### config.mk
export PLATFORM = sky130hd
export DESIGN_NAME = clken_scheduler
export DESIGN_NICKNAME = d
export VERILOG_FILES = /design/src/rtl/clken_scheduler.sv
export SDC_FILE = /design/constraint.sdc
export NUM_CORES = 1
export LEC_CHECK = 0
export BUFFER_PORTS_ARGS = -buffer_cell sky130_fd_sc_hd__clkbuf_2
export CAP_MARGIN = 20
export CORE_MARGIN = 2
export CORE_UTILIZATION = 55
export CTS_CLUSTER_SIZE = 20
export DETAILED_ROUTE_END_ITERATION = 10
export PLACE_DENSITY_LB_ADDON = 0.1
export SYNTH_ARGS = -nofsm -noshare
export SYNTH_HDL_FRONTEND = slang
export SYNTH_SLANG_ARGS = --single-unit
export TNS_END_PERCENT = 5
### constraint.sdc
create_clock -name clk -period 14.6 [get_ports clk]
set_input_delay 2.19 -clock clk [delete_from_list [all_inputs] [get_ports clk]]
set_output_delay 2.19 -clock clk [all_outputs]
set_load 0.01 [all_outputs]
### src/rtl/clken_scheduler.sv
// clken_scheduler: multi-channel clock-enable generator.
// Each channel divides the fabric clock by a run-time divisor D and emits a
// registered one-cycle `tick` every D cycles plus a square-wave `level` that
// toggles on every tick (period 2*D). Divisors are written over a
// valid/ready port; an update to a running channel is held pending and swapped
// in at the next period boundary so no period is ever shortened or stretched.
// Optional feature macro: CLKEN_SCHED_SYNC_EN adds a `sync_start` input that
// phase-aligns every enabled channel to the same edge.
module clken_scheduler #(
    parameter int NUM_CH      = 4,
    parameter int CNT_W       = 32,
    parameter int DEFAULT_DIV = 2
) (
    input  logic                                       clk,
    input  logic                                       reset,
`ifdef CLKEN_SCHED_SYNC_EN
    input  logic                                       sync_start,
`endif
    input  logic                                       cfg_valid,
    output logic                                       cfg_ready,
    input  logic [((NUM_CH > 1) ? $clog2(NUM_CH) : 1)-1:0] cfg_ch,
    input  logic [CNT_W-1:0]                           cfg_div,
    input  logic                                       cfg_en,
    output logic [NUM_CH-1:0]                          tick,
    output logic [NUM_CH-1:0]                          level,
    output logic [NUM_CH-1:0]                          active
);

    localparam int CH_W = (NUM_CH > 1) ? $clog2(NUM_CH) : 1;

    // Per-channel state
    logic [CNT_W-1:0]  r_count    [NUM_CH];
    logic [CNT_W-1:0]  r_div_act  [NUM_CH];
    logic [CNT_W-1:0]  r_div_pend [NUM_CH];
    logic [NUM_CH-1:0] r_pend;
    logic [NUM_CH-1:0] r_en;
    logic [NUM_CH-1:0] r_tick;
    logic [NUM_CH-1:0] r_level;

    // Decoded write / timing helpers
    logic              w_in_range;
    logic              w_pend_sel;
    logic              w_accept;
    logic              w_sync;
    logic [CNT_W-1:0]  w_div_norm;
    logic [NUM_CH-1:0] w_wr_hit;
    logic [NUM_CH-1:0] w_wrap;

`ifdef CLKEN_SCHED_SYNC_EN
    assign w_sync = sync_start;
`else
    assign w_sync = 1'b0;
`endif

    // A zero divisor would never wrap; it behaves as divide-by-one.
    assign w_div_norm = (cfg_div == '0) ? CNT_W'(1) : cfg_div;

    // Writes aimed past the last channel are accepted and dropped.
    assign w_in_range = (32'(cfg_ch) < NUM_CH);

    // Pending flag of the addressed channel; out-of-range reads as clear.
    always_comb begin
        w_pend_sel = 1'b0;
        if (w_in_range) begin
            w_pend_sel = r_pend[cfg_ch];
        end
    end

    // A channel holding an unapplied divisor refuses further updates;
    // disables always go through so a consumer can always be stopped.
    assign cfg_ready = !w_pend_sel || !cfg_en;
    assign w_accept  = cfg_valid && cfg_ready;

    // One-hot decode of the channel written on this edge.
    always_comb begin
        w_wr_hit = '0;
        if (w_accept && w_in_range) begin
            w_wr_hit[cfg_ch] = 1'b1;
        end
    end

    // Period boundary: the counter has reached its last value for this period.
    always_comb begin
        w_wrap = '0;
        for (int c = 0; c < NUM_CH; c++) begin
            w_wrap[c] = r_en[c] && (r_count[c] == (r_div_act[c] - CNT_W'(1)));
        end
    end

    // Per-channel counter, divisor swap, tick and level generation.
    always_ff @(posedge clk or posedge reset) begin
        if (reset) begin
            for (int c = 0; c < NUM_CH; c++) begin
                r_count[c]   <= '0;
                r_div_act[c] <= CNT_W'(DEFAULT_DIV);
            end
            r_pend  <= '0;
            r_en    <= '0;
            r_tick  <= '0;
            r_level <= '0;
        end else begin
            for (int c = 0; c < NUM_CH; c++) begin
                if (w_wr_hit[c] && !cfg_en) begin
                    // Disable: park the channel silent at phase zero.
                    r_en[c]    <= 1'b0;
                    r_pend[c]  <= 1'b0;
                    r_count[c] <= '0;
                    r_level[c] <= 1'b0;
                    r_tick[c]  <= 1'b0;
                end else if (w_wr_hit[c] && !r_en[c]) begin
                    // Start from idle: new divisor takes effect immediately.
                    r_en[c]      <= 1'b1;
                    r_pend[c]    <= 1'b0;
                    r_div_act[c] <= w_div_norm;
                    r_count[c]   <= '0;
                    r_level[c]   <= 1'b0;
                    r_tick[c]    <= 1'b0;
                end else if (w_wr_hit[c]) begin
                    // Update of a running channel: finish the current period
                    // with the old divisor. On a wrap edge the new value
                    // bypasses the pending register.
                    if (w_wrap[c]) begin
                        r_count[c]   <= '0;
                        r_tick[c]    <= 1'b1;
                        r_level[c]   <= ~r_level[c];
                        r_div_act[c] <= w_div_norm;
                        r_pend[c]    <= 1'b0;
                    end else begin
                        r_count[c] <= r_count[c] + CNT_W'(1);
                        r_tick[c]  <= 1'b0;
                        r_pend[c]  <= 1'b1;
                    end
                end else if (r_en[c]) begin
                    if (w_sync) begin
                        // Phase-align: restart the period, keep divisors.
                        r_count[c] <= '0;
                        r_level[c] <= 1'b0;
                        r_tick[c]  <= 1'b0;
                    end else if (w_wrap[c]) begin
                        r_count[c] <= '0;
                        r_tick[c]  <= 1'b1;
                        r_level[c] <= ~r_level[c];
                        if (r_pend[c]) begin
                            r_div_act[c] <= r_div_pend[c];
                            r_pend[c]    <= 1'b0;
                        end
                    end else begin
                        r_count[c] <= r_count[c] + CNT_W'(1);
                        r_tick[c]  <= 1'b0;
                    end
                end else begin
                    r_tick[c] <= 1'b0;
                end
            end
        end
    end

    // Capture a deferred divisor; only meaningful while r_pend is set.
    always_ff @(posedge clk) begin
        for (int c = 0; c < NUM_CH; c++) begin
            if (w_wr_hit[c] && cfg_en && r_en[c] && !w_wrap[c]) begin
                r_div_pend[c] <= w_div_norm;
            end
        end
    end

    assign tick   = r_tick;
    assign level  = r_level;
    assign active = r_en;

endmodule

# ---- After elaboration in Yosys (flattened, before gate mapping)
# Memory sizes are Yosys's and may differ from the RTL's.
# Cells that the tools add are included.
# Widths: inputs -> output; s select.
dict set report classes {
  add_sub_neg 8
  order_cmp 2
  eq_ne 4
  mux 139
  bitwise 8
  reduce_logical 73
}
# op count
set op_table {}
lappend op_table {{$mux 32} 48}
lappend op_table {{$add 32x1->32 const B} 4}
lappend op_table {{$eq 32x32->1} 4}
lappend op_table {{$sub 32x1->32 const B} 4}
lappend op_table {{$reduce_or 32->1} 3}
lappend op_table {{$mux 1} 85}
lappend op_table {{$logic_not 32->1} 1}
lappend op_table {{$reduce_bool 4->1} 8}
lappend op_table {{$logic_and 1x1->1} 26}
lappend op_table {{$reduce_bool 3->1} 8}
lappend op_table {{$reduce_and 4->1} 4}
lappend op_table {{$reduce_bool 2->1} 8}
lappend op_table {{$logic_not 1->1} 10}
lappend op_table {{$not 1->1} 8}
lappend op_table {{$reduce_and 2->1} 4}
lappend op_table {{$mux 2} 3}
lappend op_table {{$mux 4} 1}
lappend op_table {{$lt 2x3->1 const B} 1}
lappend op_table {{$bmux 1 s2} 1}
lappend op_table {{$demux 1 s2} 1}
lappend op_table {{$ge 2x1->1 const B} 1}
lappend op_table {{$logic_or 1x1->1} 1}
dict set report totals {
  regBits 272
  ramBits 128
  n_memories 1
}
# name depth word_bits rd rd_ports_with_merged_regs write_ports line_no
set mem_list {}
lappend mem_list {r_div_pend 4 32 4 0 1 34} ;# logic [CNT_W-1:0] r_div_pend [NUM_CH];

# ---- Logic depth before layout (Yosys ltp)
dict set report depth {
  word_depth 15
  depth_mapped 15
  depth_no_buf 11
}

# ---- Least setup slack after synthesis
# Ideal clock, no wire load.
dict set report synth_timing {
  path_kind {input-to-reg}
  from {input port cfg_ch[1] in the netlist's numbering}
  to {memory r_div_pend[2][0], enable pin}
  setup_time_ns 0.463
  arrival_ns 5.944
  required_ns 14.137
  setup_slack_ns 8.193
  path_stages 8
  path_buffers 3
  cell_sequence {clkbuf_1 -> mux4_2 -> nand2_1 -> and3b_1 -> nand2_1 -> clkbuf_1 -> clkbuf_1 -> nor3_1}
}
dict set report synth_via {
  elab_chain_len 15
  elab_cells_between_ends 40
  classes_between {order compare (2); mux (19); reduce/logical (19)}
}
# item line_no
set synth_rtl {}
lappend synth_rtl {{start: declaration} 21} ;# input logic [((NUM_CH > 1) ? $clog2(NUM_CH) : 1)-1:0] cfg_ch,
lappend synth_rtl {{$bmux 1 s2 *} 65} ;# w_pend_sel = r_pend[cfg_ch];
lappend synth_rtl {{$mux 1 (implied by the code) *} 65}
lappend synth_rtl {{$logic_not 1->1 *} 71} ;# assign cfg_ready = !w_pend_sel || !cfg_en;
lappend synth_rtl {{$logic_or 1x1->1 *} 71}
lappend synth_rtl {{named net cfg_ready} 20} ;# output logic cfg_ready,
lappend synth_rtl {{$logic_and 1x1->1 *} 72} ;# assign w_accept = cfg_valid && cfg_ready;
lappend synth_rtl {{$mux 4 *} 77} ;# if (w_accept && w_in_range) begin
lappend synth_rtl {{$logic_and 1x1->1 (3 in series)} 161} ;# if (w_wr_hit[c] && cfg_en && r_en[c] && !w_wrap[c]) begin
lappend synth_rtl {{$mux 1} 161}
lappend synth_rtl {{$mux 1 (implied by the code)} 162} ;# r_div_pend[c] <= w_div_norm;
lappend synth_rtl {{$reduce_or 32->1 (no source line)} n/a}
lappend synth_rtl {{$mux 2 (no source line) / $mux 1 (equally long branches) (3 in series)} n/a}
lappend synth_rtl {{end: declaration} 34}
# The timed path passes the listed nets; every way through them passes the cells marked *. The select of a mux whose other input is x is not followed.

# ---- Worst setup path in the final report
dict set report layout_timing {
  from {register r_div_act[32] in the netlist's numbering}
  to {register r_div_act[45] in the netlist's numbering}
}
dict set report layout_via {
  elab_chain_len 5
}
# item line_no
set layout_rtl {}
lappend layout_rtl {{start: declaration} 33} ;# logic [CNT_W-1:0] r_div_act [NUM_CH];
lappend layout_rtl {{start signal: indexed assignment} 95} ;# r_div_act[c] <= CNT_W'(DEFAULT_DIV);
lappend layout_rtl {{start signal: indexed assignment} 114} ;# r_div_act[c] <= w_div_norm;
lappend layout_rtl {{start signal: indexed assignment} 126} ;# r_div_act[c] <= w_div_norm;
lappend layout_rtl {{$sub 32x1->32} 86} ;# w_wrap[c] = r_en[c] && (r_count[c] == (r_div_act[c] - CNT_W'(1)));
lappend layout_rtl {{$eq 32x32->1} 86}
lappend layout_rtl {{$logic_and 1x1->1} 86}
lappend layout_rtl {{$reduce_bool 2->1 (no source line)} n/a}
lappend layout_rtl {{$reduce_and 4->1 (no source line)} n/a}
# No other way between the ends.
# A chain may end at the register's enable or synchronous reset.

==> metrics.yaml <==
outcome: "finished, final reports clean"
maxSlewViolCount: 0
power.leakage_nw: 10.4
overflow: 0
clock_skew_ns: 0.0168
holdBufCountCts: 0
tightest_slew_ns: 0.997
slew_headroom_pct: 33.0
design.core.area_sq_um: 42200
crit_path_start_kind: "register"
critPathLaunch: "r_div_act[32]$_DFFE_PP0P_"
clkSinkCount: 400
cp_max_fo: 32
initial_utilization_pct: 56.0
hold_viol_final: 0
met3_length_um: 3870
synth_area_leader_cell: "dfrtp_1"
synth_cell_types: 78
drive_above_1_share_pct: 12.2
io_buffers: 50
finalCritPeriodShare_pct: 38.0
max_cap_viol_count: 0
die_h_um: 211
root_buffer: "clkbuf_16"
p_clk_share_pct: 30.4
seq_area_sq_um: 10700
reg2reg_slack_ns: 9.06
clockBufferDepth: 3
syn-instance-count: 2509
synth_top_cell_area_share_pct: 28.3
die_area_sq_um: 44700
endpoint: "r_div_act[45]$_DFFE_PP0P_"
ioPinCount: 51
p_comb_share_pct: 24.9
synth_area_sq_um: 23700
r2r_end: "r_div_act[45]$_DFFE_PP0P_"
grt_pass1_vias: 17900
crit_path_end_kind: "register"
internal_power_mw: 2.36
dpl.hpwl_um: 43800
path_class: "register to register"
ys_seq_area_share_pct: 45.0
reg2reg_depth: 13
nNetsFinal: 2499
critPathArrivalTime_ns: 6.00
drt_wl_total_um: 64000
ys.flop_type: "dfrtp_1"
cts_tree: "yes"
multiInputGateArea_sq_um: 12200
die_w_um: 211
period_minus_slack_ns: 5.54
peakVddDrop_mv: 0.0864
max_freq_mhz: 180
highest_layer: "met4"
hold_path.class: "register to register"
rsz0062_at_grt: "no"
switching_share_pct: 34.5
postCtsSetupBuffers: 0
fillers: 3608
num_antenna_cells: 0
utilization_pct: 60.7
clkLatencyLatePin_ns: 0.57
areaGrowthSynthToFinish_pct: 8.27
synth_fp_nets: 2555
synth-async-reset-ratio_pct: 68.0
track_usage_pct: 28.8
cts_inserted_buffers: 43
worstPathRequired_ns: 15.06
htreeDepth: 2
yosys_register_bits: 400
wl_per_cell_um: 21.2
gp_congestion: 0.934
design_area_sq_um: 25600
setup_viol: 0
grt_max_degree: 161
via_per_inst: 6.29
synth-edff-count: 128
powerDensity_nw_per_um2: 140
cts_resized: 0
drc: 0
num_vias: 19000
crit-reg2reg-launch: "r_div_act[32]$_DFFE_PP0P_"
yosysWarnings: 0
fin_tns_setup_ns: 0
rows: 75
postPlaceCellArea_sq_um: 24200
synth_area_leaders: "dfrtp_1, edfxtp_1, nand2_1, mux2_2, xor2_1"
first_iter_violations: 1791
power_mw: 3.60
grt_antenna_before_repair: 2
seqPwrFrac_pct: 44.7
p_switching_mw: 1.24
drt-pass1-iter-count: 8
grt_pass1_wl_um: 101000
wl_met1_um: 29300
ant_nets: 0
syn_area_per_cell_sq_um: 9.43
clk_pin_slew_ns: 0.06
met2_length_um: 28700
## through the flow
| stage | cells | setup slack, ns | hold slack, ns |
|---|---|---|---|
| after detailed placement | 2944 | 9.06 | 0.515 |
| final | 3025 | 9.06 | 0.525 |
| after global placement | 2944 | 9.13 | 0.490 |
| after floorplan | 2509 | 4.92 | 0.474 |
| after CTS | 3022 | 9.04 | 0.524 |
| after global routing | 3025 | 8.78 | 0.546 |
## power groups by stage
stage / clock [mW] / combinational (mW) / sequential, mW
finish: 1.09 / 0.894 / 1.61
floorplan: 0 / 0.746 / 1.49
detailed placement: 0 / 0.883 / 1.62
global route: 1.15 / 0.989 / 1.64
CTS: 1.12 / 0.890 / 1.60
global placement: 0 / 0.865 / 1.61
## critical path, stage by stage, from the launching register on
cell       delay (ns)
dfrtp_1          0.43
inv_1            0.10
ha_1             0.30
or4b_2           0.68
or4_1            0.55
o31a_1           0.35
a2111oi_0        0.34
o2111ai_1        0.20
or4_1            0.64
o31ai_4          0.50
buf_4            0.35
and2_1           0.16
buf_4            0.39
mux2_2           0.40
## cell usage after synthesis (all sizes together), types with 82 or more instances
master  number
dfrtp      268
nand2      330
nor2       183
a21oi       91
clkbuf     164
edfxtp     128
nor3        90
mux2i       82
xnor2      109
nand3      136
mux2       110
xor2       114
## registers in the layout, summed over array words and instances, names as in the netlist
name and cells:
tick 4, level 4, r_div_act 128, r_count 128
r_div_pend 128, active 4, r_pend 4
## layout by cell type (no fill, tap or decap), types with 11 or more instances in the layout
cell type	n
nor2b_1	21
a211oi_1	14
nand2_1	330
or3_1	33
a211o_1	14
a21oi_1	88
a21o_1	17
nor2_1	181
or4_1	39
dfrtp_1	267
a221o_1	16
o31ai_1	12
clkbuf_16	43
mux2i_1	82
or2_2	15
nand3_1	136
buf_4	27
nand2b_1	18
and3_1	39
clkbuf_2	51
xnor2_1	109
o211ai_1	44
nor3_1	89
edfxtp_1	128
xor2_1	114
nor3b_1	11
nand4_1	47
mux2_2	110
nor4_1	65
inv_1	50
a31oi_1	11
o21ai_0	55
## how the worst min path moves through the flow
| stage | start | to | slack (ns) | depth (start not counted) |
|---|---|---|---|---|
| final | r_div_act[97]$_DFFE_PP1P_ | r_div_act[97]$_DFFE_PP1P_ | 0.53 | 2 |
| after global routing | r_div_act[97]$_DFFE_PP1P_ | r_div_act[97]$_DFFE_PP1P_ | 0.55 | 2 |
| after CTS | r_div_act[97]$_DFFE_PP1P_ | r_div_act[97]$_DFFE_PP1P_ | 0.52 | 2 |
| after detailed placement | r_div_act[97]$_DFFE_PP1P_ | r_div_act[97]$_DFFE_PP1P_ | 0.52 | 2 |
| after global placement | r_div_act[97]$_DFFE_PP1P_ | r_div_act[97]$_DFFE_PP1P_ | 0.49 | 2 |
| after floorplan | r_div_act[97]$_DFFE_PP1P_ | r_div_act[97]$_DFFE_PP1P_ | 0.47 | 2 |
## metal layers
| layer | GRT usage (%) | vias up |
|---|---|---|
| li1 | - | 8961 |
| met1 | 41.4 | 9365 |
| met2 | 44.5 | 570 |
| met3 | 3.77 | 127 |
| met4 | 10.6 | 0 |
| met5 | 0 | - |
## cells by family after synthesis
logic type	Yosys count	synth area share, %
simple gates	1085	22.9
mux	193	8.80
buf+inv	233	3.83
fa+ha+maj	8	0.423
compound gates	366	10.7
flops	400	45.0
xor+xnor	224	8.35
## final cells by class
type / count / area share, %
tap: 539 / 2.63
clock buffer: 53 / 4.50
inverter: 51 / 0.777
timing repair buffer: 81 / 2.05
clock inverter: 25 / 0.928
sequential: 400 / 41.6
multi-input combinational: 1876 / 47.5
Note: power is estimated with default switching activity, not from simulation.
